<file path="src/rtl/multicycle_sequencer_pkg.sv">
// Shared encodings for the multi-cycle sequencer: FSM states,
// writeback/next-PC select codes, latched class bundle, one-hot helper.
package multicycle_sequencer_pkg;

    typedef enum logic [2:0] {
        S_IDLE   = 3'd0,
        S_FETCH  = 3'd1,
        S_DECODE = 3'd2,
        S_EXEC   = 3'd3,
        S_MEM    = 3'd4,
        S_WB     = 3'd5,
        S_HALT   = 3'd6
    } state_t;

    localparam logic [1:0] WB_ALU = 2'b00;
    localparam logic [1:0] WB_MEM = 2'b01;
    localparam logic [1:0] WB_PC4 = 2'b10;

    localparam logic [1:0] PC_PLUS4  = 2'b00;
    localparam logic [1:0] PC_TARGET = 2'b01;
    localparam logic [1:0] PC_JALR   = 2'b10;

    typedef struct packed {
        logic alureg;
        logic aluimm;
        logic branch;
        logic jal;
        logic jalr;
        logic lui;
        logic auipc;
        logic load;
        logic store;
    } cls_t;

    function automatic logic is_onehot10(input logic [9:0] v);
        int n;
        n = 0;
        for (int i = 0; i < 10; i++) n += int'(v[i]);
        return n == 1;
    endfunction

endpackage

</file>
<file path="src/rtl/retire_counter.sv">
// Retired-instruction counter: W-bit, increments on en, wraps.
// Ports: clk, rst_n (async clear), en, count.
module retire_counter #(
    parameter int W = 32
) (
    input  logic         clk,
    input  logic         rst_n,
    input  logic         en,
    output logic [W-1:0] count
);

    always_ff @(posedge clk or negedge rst_n) begin
        if (!rst_n)  count <= '0;
        else if (en) count <= count + 1'b1;
    end

endmodule

</file>
<file path="src/rtl/multicycle_sequencer.sv">
// Fetch/decode/exec/mem/wb timing FSM for the simple CPU.
// Ports: class flags + ready handshakes in; memory, PC, IR, RF strobes out.
import multicycle_sequencer_pkg::*;

module multicycle_sequencer #(
    parameter int XLEN = 32
) (
    input  logic            clk,
    input  logic            rst_n,
    input  logic            run,
    input  logic            ALUreg,
    input  logic            ALUimm,
    input  logic            Branch,
    input  logic            JAL,
    input  logic            JALR,
    input  logic            LUI,
    input  logic            AUIPC,
    input  logic            Load,
    input  logic            Store,
    input  logic            SYSTEM,
    input  logic            branch_taken,
    input  logic            imem_ready,
    input  logic            dmem_ready,
    output logic            imem_req,
    output logic            ir_we,
    output logic            dmem_req,
    output logic            dmem_we,
    output logic            rf_we,
    output logic [1:0]      wb_sel,
    output logic            pc_we,
    output logic [1:0]      pc_sel,
    output logic            halted,
    output logic [2:0]      state,
    output logic [XLEN-1:0] instret
);

    state_t     st;
    cls_t       cls;
    logic [9:0] flags;

    assign flags = {ALUreg, ALUimm, Branch, JAL, JALR,
                    LUI, AUIPC, Load, Store, SYSTEM};
    assign state = st;

    always_ff @(posedge clk or negedge rst_n) begin
        if (!rst_n) begin
            st     <= S_IDLE;
            cls    <= '0;
            halted <= 1'b0;
        end else begin
            case (st)
                S_IDLE:  if (run) st <= S_FETCH;
                S_FETCH: if (imem_ready) st <= S_DECODE;
                S_DECODE: begin
                    cls <= cls_t'(flags[9:1]);
                    if (!is_onehot10(flags) || SYSTEM) begin
                        st     <= S_HALT;
                        halted <= 1'b1;
                    end else begin
                        st <= S_EXEC;
                    end
                end
                S_EXEC: begin
                    if (cls.branch)
                        st <= S_FETCH;
                    else if (cls.load || cls.store)
                        st <= S_MEM;
                    else if (cls.alureg || cls.aluimm || cls.lui ||
                             cls.auipc || cls.jal || cls.jalr)
                        st <= S_WB;
                    else begin
                        // unreachable class; stop rather than run on
                        st     <= S_HALT;
                        halted <= 1'b1;
                    end
                end
                S_MEM:   if (dmem_ready) st <= cls.load ? S_WB : S_FETCH;
                S_WB:    st <= S_FETCH;
                S_HALT:  st <= S_HALT;
                default: st <= S_IDLE;
            endcase
        end
    end

    // Moore decode; only ir_we, store pc_we and branch pc_sel
    // follow their ready/compare input in the same cycle.
    always_comb begin
        imem_req = 1'b0;
        ir_we    = 1'b0;
        dmem_req = 1'b0;
        dmem_we  = 1'b0;
        rf_we    = 1'b0;
        wb_sel   = WB_ALU;
        pc_we    = 1'b0;
        pc_sel   = PC_PLUS4;
        case (st)
            S_FETCH: begin
                imem_req = 1'b1;
                ir_we    = imem_ready;
            end
            S_EXEC: begin
                if (cls.branch) begin
                    pc_we  = 1'b1;
                    pc_sel = branch_taken ? PC_TARGET : PC_PLUS4;
                end
            end
            S_MEM: begin
                dmem_req = 1'b1;
                dmem_we  = cls.store;
                pc_we    = cls.store & dmem_ready;
            end
            S_WB: begin
                rf_we = 1'b1;
                pc_we = 1'b1;
                unique case (1'b1)
                    cls.load: wb_sel = WB_MEM;
                    cls.jal: begin
                        wb_sel = WB_PC4;
                        pc_sel = PC_TARGET;
                    end
                    cls.jalr: begin
                        wb_sel = WB_PC4;
                        pc_sel = PC_JALR;
                    end
                    default: ;
                endcase
            end
            default: ;
        endcase
    end

    retire_counter #(.W(XLEN)) u_retire (
        .clk   (clk),
        .rst_n (rst_n),
        .en    (pc_we),
        .count (instret)
    );

endmodule
</file>
<file path="config.mk">
export PLATFORM = sky130hd
export DESIGN_NAME = multicycle_sequencer
export DESIGN_NICKNAME = d
export VERILOG_FILES = /design/src/rtl/multicycle_sequencer_pkg.sv /design/src/rtl/retire_counter.sv /design/src/rtl/multicycle_sequencer.sv
export SDC_FILE = /design/constraint.sdc
export NUM_CORES = 1
export LEC_CHECK = 0
export CELL_PAD_IN_SITES_DETAIL_PLACEMENT = 1
export CELL_PAD_IN_SITES_GLOBAL_PLACEMENT = 2
export CORE_UTILIZATION = 33
export CTS_CLUSTER_SIZE = 14
export DETAILED_ROUTE_END_ITERATION = 12
export PLACE_DENSITY_LB_ADDON = 0.1
export RECOVER_POWER = 50
export SYNTH_ARGS = -nofsm -noshare
export SYNTH_HDL_FRONTEND = slang
export SYNTH_SLANG_ARGS = --single-unit
</file>
<file path="constraint.sdc">
create_clock -name clk -period 3 [get_ports clk]
set_clock_uncertainty 0.1 [all_clocks]
set_input_delay 0.45 -clock clk [delete_from_list [all_inputs] [get_ports clk]]
set_output_delay 0.45 -clock clk [all_outputs]
set_load 0.01 [all_outputs]
</file>
==> metrics, run 1 <==
Die Width=88.8 um; I/O pins=62; Worst IR Drop VDD=322 uV; post-place setup slack=-1.10 ns; Clk pwr share=0.184; CTS tree=built; commonest non-fill, non-tap cell in the layout=dfrtp_1; Remaining DRCs=0; Slew headroom=0.216; sequential-to-total area share from yosys stat=0.453; largest net degree at the start of global routing=46; top cell type's share of synthesized area=0.453; Sw Pwr=741 uW; clock period minus worst slack=3.40 ns; RSZ-0062 raised after global routing=yes; CP max stage delay=0.53 ns; syn nets=254; Pint=1.30 mW; Post-Syn Area=2490 um^2; Overflow after GRT=0; Largest delay share family, worst path=adder cells; 1st-iter DRT viols=60; antenna diode count=0; FMAX=294 MHz; Comb power frac=0.398; Post-Synth Adder-Cell Area=0.0634; clk_lat worst skew=0.30 ns; CP cell instances=buf_6 > fa_1 > fa_1 > inv_2 > fa_1 > inv_1 > ha_2 > inv_2 > fa_2 > nor4bb_4 > buf_4 > o211ai_1 > a21o_1; die area=7890 um^2; vias in the first global route=1,986; Num Clock Sinks=45; Max Cap Viol=0; Gate Count Post-Synth=229; crit path DAT=3.49 ns; Fin. Hold Viols=0; dominant register cell in the synthesized netlist=dfrtp_1; clock slew at reported path FFs=0.09 ns; main combinational cell family by area after synthesis=simple AND/OR/NAND/NOR gates; measured slew at the worst slew-check pin=1.18 ns; area share of and/or/nand/nor cells after synthesis=0.240; H-tree depth=2; Die Y=88.8 um; run status=finished with violations; critical path class=in2reg; pwr dens=610 nW/um^2; critical path data required time=3.09 ns; gr busiest metal=met1; GR Util met3=0.0410; Initial Util=0.343; Startpoint Class=primary input; clock root buffer=clkbuf_8; end-of-flow core utilization=0.462; Fin Hold WS=0.274 ns; Post-CTS Hold Buffers=0; setup violators final=3; Synth Area in XOR/XNOR=0.109; failing checks=negative setup slack; Syn. warnings=0; multiplexer share of the synthesized area=0.0407; FP Rows=31; CTS buffer count=5; most frequent CP cell=fa_1; Routed WL=6270 um; total track usage=0.174; Synth async-reset ratio=1.00; Distinct cells, synth=46; first-pass GRT wire length=10,400 um; DP Wirelength=4520 um; Crit-path slowest cell=fa_1; fin nets=325; Area Overhead vs Synth=34.7%; commonest non-fill, non-tap cells in the layout=dfrtp_1 (45), clkdlybuf4s50_1 (37), xnor2_1 (19); worst setup margin=-0.401 ns; complex-gate fraction of the synthesized area=0.0543; DR vias/cell=5.07; largest area contributor in the netlist=dfrtp_1; core box area=7250 um^2; routed vias=2,028; Critical Path Start=ALUreg; wire length per cell=15.7 um; P_leak=1.47 nW; Sw Ratio=0.362; register bit total from synthesis=45; hold crit path type=in2async; antenna violations before repair=0; Post-synth EDFFs=0; Reg power frac=0.418; Post-Syn Area per Cell=10.9 um^2; Detailed Routing Iterations Pass 1=4; post-route antenna net violation count=0; GR Util met1=0.258; worst path bufs/invs=5; layout cells sized above 1=0.153; Synth area leaders=dfrtp_1 (45%), xnor2_1 (6.7%), fa_1 (4.8%), xor2_1 (4.2%), mux2_2 (4.1%); CP endpoint kind=flip-flop; Final Cycle Share=1.13; crit path max fanout=2; Clock Path Buffers=2; RD Place Congestion=0.727; IO buf count=61; grt met2 use=0.255; Pins Over Slew Limit=0; r2r startpoint=state[0]$_DFFE_PN0P_
power groups by stage:
stage                     clock network [mW]  logic [mW]  registers [mW]
after detailed placement                   0       0.816           0.870
final                                  0.375       0.814           0.856
after floorplan                            0       0.489           0.836
after global placement                     0       0.806           0.870
after CTS                              0.390       0.837           0.857
after global routing                   0.413       0.896           0.876
path summary, 6_finish.rpt:
path	end	slack [ns]	cells after the start
max	halted$_DFFE_PN0P_	-0.40	13
min	cls[6]$_DFFE_PN0P_	0.27	1
max reg2reg	u_retire.count[19]$_DFFE_PN0P_	0.41	5
min reg2reg	u_retire.count[31]$_DFFE_PN0P_	0.36	1
max in group asynchronous	u_retire.count[23]$_DFFE_PN0P_	1.81	1
min in group clk	cls[7]$_DFFE_PN0P_	0.28	2
kinds of logic after synthesis:
family / count (synthesis)
AOI/OAI and AO/OA: 18
adders and majority gates: 9
and+or+nand+nor: 95
muxes: 9
DFF: 45
buffers and inverters: 22
xor gates and xnor gates: 31
layer usage:
layer  vias up  share of wire
li1        951              -
met1      1026           0.50
met4         0         0.0083
met3         7          0.046
met5         -              0
met2        44           0.45
metrics by stage:
step / power (mW) / cells / cell area, um^2 / setup TNS (ns)
floorplan: 1.33 / 229 / 2510 / -1.07
global placement: 1.68 / 391 / 3260 / -2.89
detailed placement: 1.69 / 391 / 3260 / -3.13
CTS: 2.08 / 399 / 3340 / -1.11
global route: 2.19 / 400 / 3350 / -1.54
finish: 2.04 / 400 / 3350 / -1.09
repair_timing:
item / 4_1_cts / 5_1_grt
pin swaps: 5 / 5
hold endpoints to repair: 0 / 0
setup endpoints to repair: 3 / 3
resized for setup: 29 / 5
setup buffers: 0 / 1
layout make-up:
type / instances / area [um^2]
sequential: 45 / 1130
inverter: 15 / 56.3
multi-input combinational: 162 / 1300
fill: 842 / 3900
clock buffer: 7 / 76.3
tap: 99 / 124
clock inverter: 1 / 7.51
timing repair buffer: 71 / 662
state kept, by name (all words and copies together), names as in the netlist:
name and cells:
u_retire.count 32, cls 9, state 3, halted 1
synthesized netlist by cell type, drive strengths merged (2+ instances only):
master  number
a21o         2
a21oi        3
nor4bb       2
o21ai        4
dfrtp       45
nand2       15
nor4b        2
nand4b       3
o211ai       2
nor2         8
ha           3
nand4       14
mux2         9
fa           6
nand3       10
xor2        12
and2         5
clkbuf       2
xnor2       19
and4         3
inv         15
nor3         8
buf          5
nor4         8
nor2b        4
and3         7
No activity file was read; power rests on OpenSTA's default activity.
==> run 2, diff against run 1 <==
--- a/config.mk
+++ b/config.mk
@@ -7,11 +7,13 @@
 export LEC_CHECK = 0
 export CELL_PAD_IN_SITES_DETAIL_PLACEMENT = 1
 export CELL_PAD_IN_SITES_GLOBAL_PLACEMENT = 2
+export CORE_MARGIN = 1
 export CORE_UTILIZATION = 33
 export CTS_CLUSTER_SIZE = 14
 export DETAILED_ROUTE_END_ITERATION = 12
 export PLACE_DENSITY_LB_ADDON = 0.1
 export RECOVER_POWER = 50
+export SETUP_SLACK_MARGIN = 0.2
 export SYNTH_ARGS = -nofsm -noshare
 export SYNTH_HDL_FRONTEND = slang
 export SYNTH_SLANG_ARGS = --single-unit
==> run 2 against run 1 <==
Compared with the run above:
- the run still ends with negative setup slack left
- via count barely moved
- flip-flop and latch count stayed put
- first-iteration DRC count increased by 3.3%
- critical path depth unchanged
- non-clock buffer count stayed put
- largest power group unchanged
- highest routed layer unchanged
==> metrics, run 2 (synthesis results as in run 1) <==
Initial Util=0.343; run status=finished with violations; DR vias/cell=5.08; worst setup margin=-0.401 ns; commonest non-fill, non-tap cells in the layout=dfrtp_1 (45), clkdlybuf4s50_1 (36), xnor2_1 (19); Pins Over Slew Limit=0; reg2reg setup slack=0.39 ns; P_leak=1.48 nW; Most flops, register=u_retire.count; hold crit path type=in2async; clock period minus worst slack=3.40 ns; clk_lat worst skew=0.30 ns; Area Overhead vs Synth=35.0%; Clk pwr share=0.183; CTS tree=built; post-route antenna net violation count=0; clock root buffer=clkbuf_8; r2r startpoint=state[0]$_DFFE_PN0P_; reg2reg end=u_retire.count[19]$_DFFE_PN0P_; total track usage=0.174; Die Width=88.8 um; I/O pins=62; Die Y=88.8 um; largest net degree at the start of global routing=46; antenna violations before repair=0; Fin. Hold Viols=0; DP Wirelength=4520 um; Final Cycle Share=1.13; setup violators final=3; CTS buffer count=5; Worst IR Drop VDD=322 uV; crit path max fanout=2; pwr dens=611 nW/um^2; die area=7890 um^2; Detailed Routing Iterations Pass 1=4; RSZ-0062 raised after global routing=yes; Overflow after GRT=0; FP Rows=31; Post-CTS Hold Buffers=0; antenna diode count=0; Sw Pwr=743 uW; critical path class=in2reg; Routed WL=6270 um; commonest non-fill, non-tap cell in the layout=dfrtp_1; vias in the first global route=1,986; crit path DAT=3.49 ns; Max Cap Viol=0; max reg flops=32; measured slew at the worst slew-check pin=1.18 ns; first-pass GRT wire length=10,400 um; Pint=1.31 mW; FMAX=294 MHz; Startpoint Class=primary input; Clock Path Buffers=2; Slew headroom=0.216; Remaining DRCs=0; Num Clock Sinks=45; RD Place Congestion=0.727; IO buf count=61; Sw Ratio=0.362; fin nets=325; CP endpoint kind=flip-flop; critical path data required time=3.09 ns; Comb power frac=0.399; H-tree depth=2; core box area=7250 um^2; failing checks=negative setup slack; Reg power frac=0.418; wire length per cell=15.7 um; fill count=843; clock slew at reported path FFs=0.09 ns; routed vias=2,030; end-of-flow core utilization=0.463; 1st-iter DRT viols=62; Fin Hold WS=0.275 ns; Worst Reg2Reg Path Length in Cells=5; layout cells sized above 1=0.159
[run 2: worst max-delay path by stage]
stage / from / to / slack (ns) / depth (start not counted)
5_1_grt: ALUreg / state[2]$_DFFE_PN0P_ / -0.56 / 13
2_1_floorplan: ALUreg / state[2]$_DFFE_PN0P_ / -0.48 / 12
4_1_cts: SYSTEM / state[2]$_DFFE_PN0P_ / -0.44 / 13
3_3_place_gp: ALUreg / state[2]$_DFFE_PN0P_ / -1.02 / 13
3_5_place_dp: ALUreg / state[2]$_DFFE_PN0P_ / -1.10 / 13
6_report: ALUreg / halted$_DFFE_PN0P_ / -0.40 / 13
[run 2: what timing repair did]
item                       4_1_cts  5_1_grt
pin swaps                        5        5
setup endpoints to repair        3        4
gates resized for setup         29        6
buffers inserted                 0        1
[run 2: through the flow]
step	TNS (ns)	instances	total power, mW	cell area [um^2]	worst slack, ns
finish	-1.09	400	2.05	3360	-0.401
floorplan	-1.07	229	1.33	2510	-0.479
CTS	-1.11	399	2.08	3340	-0.442
global placement	-2.89	391	1.68	3260	-1.02
global route	-1.54	400	2.19	3360	-0.559
detailed placement	-3.13	391	1.69	3260	-1.10
[run 2: worst max-delay path, stage by stage]
cell and delay, ns:
buf_6 0.10, fa_1 0.50, fa_1 0.53, inv_2 0.04
fa_1 0.42, inv_1 0.07, ha_2 0.18, inv_2 0.04
fa_2 0.50, nor4bb_4 0.22, buf_4 0.15, o211ai_1 0.10
a21o_1 0.18
[run 2: power by group through the flow]
stage                     clock, mW  sequential (mW)  combinational [mW]
final                         0.376            0.857               0.820
after CTS                     0.390            0.857               0.837
after floorplan                   0            0.836               0.489
after detailed placement          0            0.870               0.816
after global routing          0.413            0.877               0.902
after global placement            0            0.870               0.806
[run 2: cell type report]
class / instances / area, um^2 / area share
Multi-Input combinational cell: 162 / 1300 / 0.388
Timing Repair Buffer: 71 / 666 / 0.198
Clock inverter: 1 / 7.51 / 0.00224
Inverter: 15 / 56.3 / 0.0168
Tap cell: 99 / 124 / 0.0369
Sequential cell: 45 / 1130 / 0.335
Clock buffer: 7 / 76.3 / 0.0227
[run 2: routing by layer]
metal,track usage,wire length (um),vias up
li1,-,-,950
met1,0.258,3110,1027
met2,0.255,2810,46
met3,0.0410,294,7
met4,0.0396,52,0
met5,0,0,-
==> run 3, diff against run 2 <==
--- a/config.mk
+++ b/config.mk
@@ -8,7 +8,8 @@
 export CELL_PAD_IN_SITES_DETAIL_PLACEMENT = 1
 export CELL_PAD_IN_SITES_GLOBAL_PLACEMENT = 2
 export CORE_MARGIN = 1
-export CORE_UTILIZATION = 33
+export CORE_UTILIZATION = 34
+export CTS_BUF_LIST = sky130_fd_sc_hd__clkbuf_8
 export CTS_CLUSTER_SIZE = 14
 export DETAILED_ROUTE_END_ITERATION = 12
 export PLACE_DENSITY_LB_ADDON = 0.1
==> run 3 against run 2 <==
Compared with the run above:
- the flow still finishes with violations (negative setup slack)
- combinational power shrank 5.1%
- non-clock buffer count is 3 lower
- first-iteration DRC count rose by 29%
- critical path depth unchanged
- utilization grew 2.2 points
- register-to-register slack better by 0.09 ns
- critical path type unchanged
- critical endpoint unchanged
- largest power group unchanged
==> metrics, run 3 (synthesis results as in run 1) <==
fin nets=322; commonest non-fill, non-tap cell in the layout=dfrtp_1; clock root buffer=clkbuf_8; Sw Pwr=720 uW; FMAX=292 MHz; IO buf count=61; Clk pwr share=0.223; crit path DAT=3.50 ns; Detailed Routing Iterations Pass 1=4; RD Place Congestion=0.739; Area Overhead vs Synth=35.3%; CP cell instances=buf_8 > fa_1 > fa_1 > inv_2 > fa_1 > inv_1 > ha_2 > inv_2 > fa_1 > nor4bb_4 > buf_4 > o211ai_1 > a21o_1; core box area=6940 um^2; Overflow after GRT=0; Reg power frac=0.409; pwr dens=629 nW/um^2; worst path bufs/invs=5; Final Cycle Share=1.14; fill count=773; layout cells sized above 1=0.144; clk_lat worst skew=0.29 ns; failing checks=negative setup slack; crit path max fanout=2; Largest delay share family, worst path=adder cells; Sw Ratio=0.340; largest net degree at the start of global routing=46; run status=finished with violations; Post-CTS Hold Buffers=0; Worst IR Drop VDD=268 uV; hold crit path type=in2async; 1st-iter DRT viols=80; antenna violations before repair=0; Fin. Hold Viols=0; Pins Over Slew Limit=0; CTS tree=built; Die Y=87.5 um; die area=7660 um^2; Max Cap Viol=0; Die Width=87.5 um; Pint=1.40 mW; setup violators final=3; CP max stage delay=0.53 ns; I/O pins=62; Most flops, register=u_retire.count; max reg flops=32; commonest non-fill, non-tap cells in the layout=dfrtp_1 (45), clkdlybuf4s50_1 (36), xnor2_1 (19); antenna diode count=0; P_leak=1.49 nW; Slew headroom=0.210; end-of-flow core utilization=0.485; critical path data required time=3.08 ns; CP endpoint kind=flip-flop; Startpoint Class=primary input; post-route antenna net violation count=0; routed vias=1,990; Remaining DRCs=0; Crit-path slowest cell=fa_1; CTS buffer count=5; Initial Util=0.358; critical path class=in2reg; wire length per cell=15.6 um; Clock Path Buffers=2; total track usage=0.172; first-pass GRT wire length=10,200 um; Comb power frac=0.368; placed insts=385; Fin Hold WS=0.286 ns; DR vias/cell=5.05; measured slew at the worst slew-check pin=1.18 ns; Routed WL=6150 um; clock slew at reported path FFs=0.09 ns; DP Wirelength=4440 um; Num Clock Sinks=45; H-tree depth=2; most frequent CP cell=fa_1; worst setup margin=-0.425 ns; FP Rows=30; clock period minus worst slack=3.42 ns; RSZ-0062 raised after global routing=yes; vias in the first global route=1,948; post-route insts no fill=394
## run 3: power groups by stage
| stage | sequential [mW] | combinational [mW] | clock (mW) |
|---|---|---|---|
| 2_1_floorplan | 0.836 | 0.489 | 0 |
| 4_1_cts | 0.871 | 0.809 | 0.489 |
| 3_3_place_gp | 0.884 | 0.770 | 0 |
| 5_1_grt | 0.889 | 0.862 | 0.514 |
| 6_report | 0.867 | 0.778 | 0.472 |
| 3_5_place_dp | 0.882 | 0.782 | 0 |
## run 3: final cells by class
| cell class | instances | area (um^2) | area share |
|---|---|---|---|
| repair buffers | 68 | 653 | 0.194 |
| inverters | 15 | 56.3 | 0.0167 |
| clock buffers | 6 | 82.6 | 0.0245 |
| well taps | 96 | 120 | 0.0357 |
| clock inverters | 2 | 33.8 | 0.0100 |
| multi-input cells | 162 | 1290 | 0.384 |
| flip-flops and latches | 45 | 1130 | 0.335 |
## run 3: layer usage
layer	track usage	vias up	share of wire
met4	0.0313	0	0.0024
met1	0.255	1003	0.50
met2	0.266	37	0.47
li1	-	948	-
met5	0	-	0
met3	0.0311	2	0.029
## run 3: worst reg2reg max path: cells and delay by family (launching register included)
family	cells	cell delay [ns]
buffers and inverters	1	0.76
DFF	1	0.55
and+or+nand+nor	2	0.48
AOI/OAI and AO/OA	1	0.32
xor gates and xnor gates	1	0.18
## run 3: final timing paths
check | depth (start not counted) | slack, ns | endpoint | from
worst max-delay path | 13 | -0.42 | halted$_DFFE_PN0P_ | JAL
worst min register to register | 1 | 0.36 | u_retire.count[31]$_DFFE_PN0P_ | u_retire.count[31]$_DFFE_PN0P_
max in group asynchronous | 1 | 1.79 | u_retire.count[7]$_DFFE_PN0P_ | rst_n
worst min-delay path | 1 | 0.29 | u_retire.count[27]$_DFFE_PN0P_ | rst_n
min in group clk | 2 | 0.29 | cls[8]$_DFFE_PN0P_ | ALUreg
worst max register to register | 5 | 0.48 | u_retire.count[17]$_DFFE_PN0P_ | state[0]$_DFFE_PN0P_
## run 3: repair_timing
| action | 4_1_cts | 5_1_grt |
|---|---|---|
| pin swaps | 5 | 6 |
| buffers inserted | 1 | 0 |
| endpoints found under the setup margin | 3 | 3 |
| gates resized for setup | 31 | 3 |
| gates cloned | 0 | 0 |
## run 3: metrics by stage
stage	area [um^2]	power, mW	worst slack, ns	setup TNS [ns]
global placement	3240	1.65	-1.01	-2.68
CTS	3370	2.17	-0.479	-1.18
floorplan	2510	1.33	-0.479	-1.07
global route	3360	2.26	-0.541	-1.48
detailed placement	3240	1.66	-1.15	-3.06
finish	3360	2.12	-0.425	-1.16
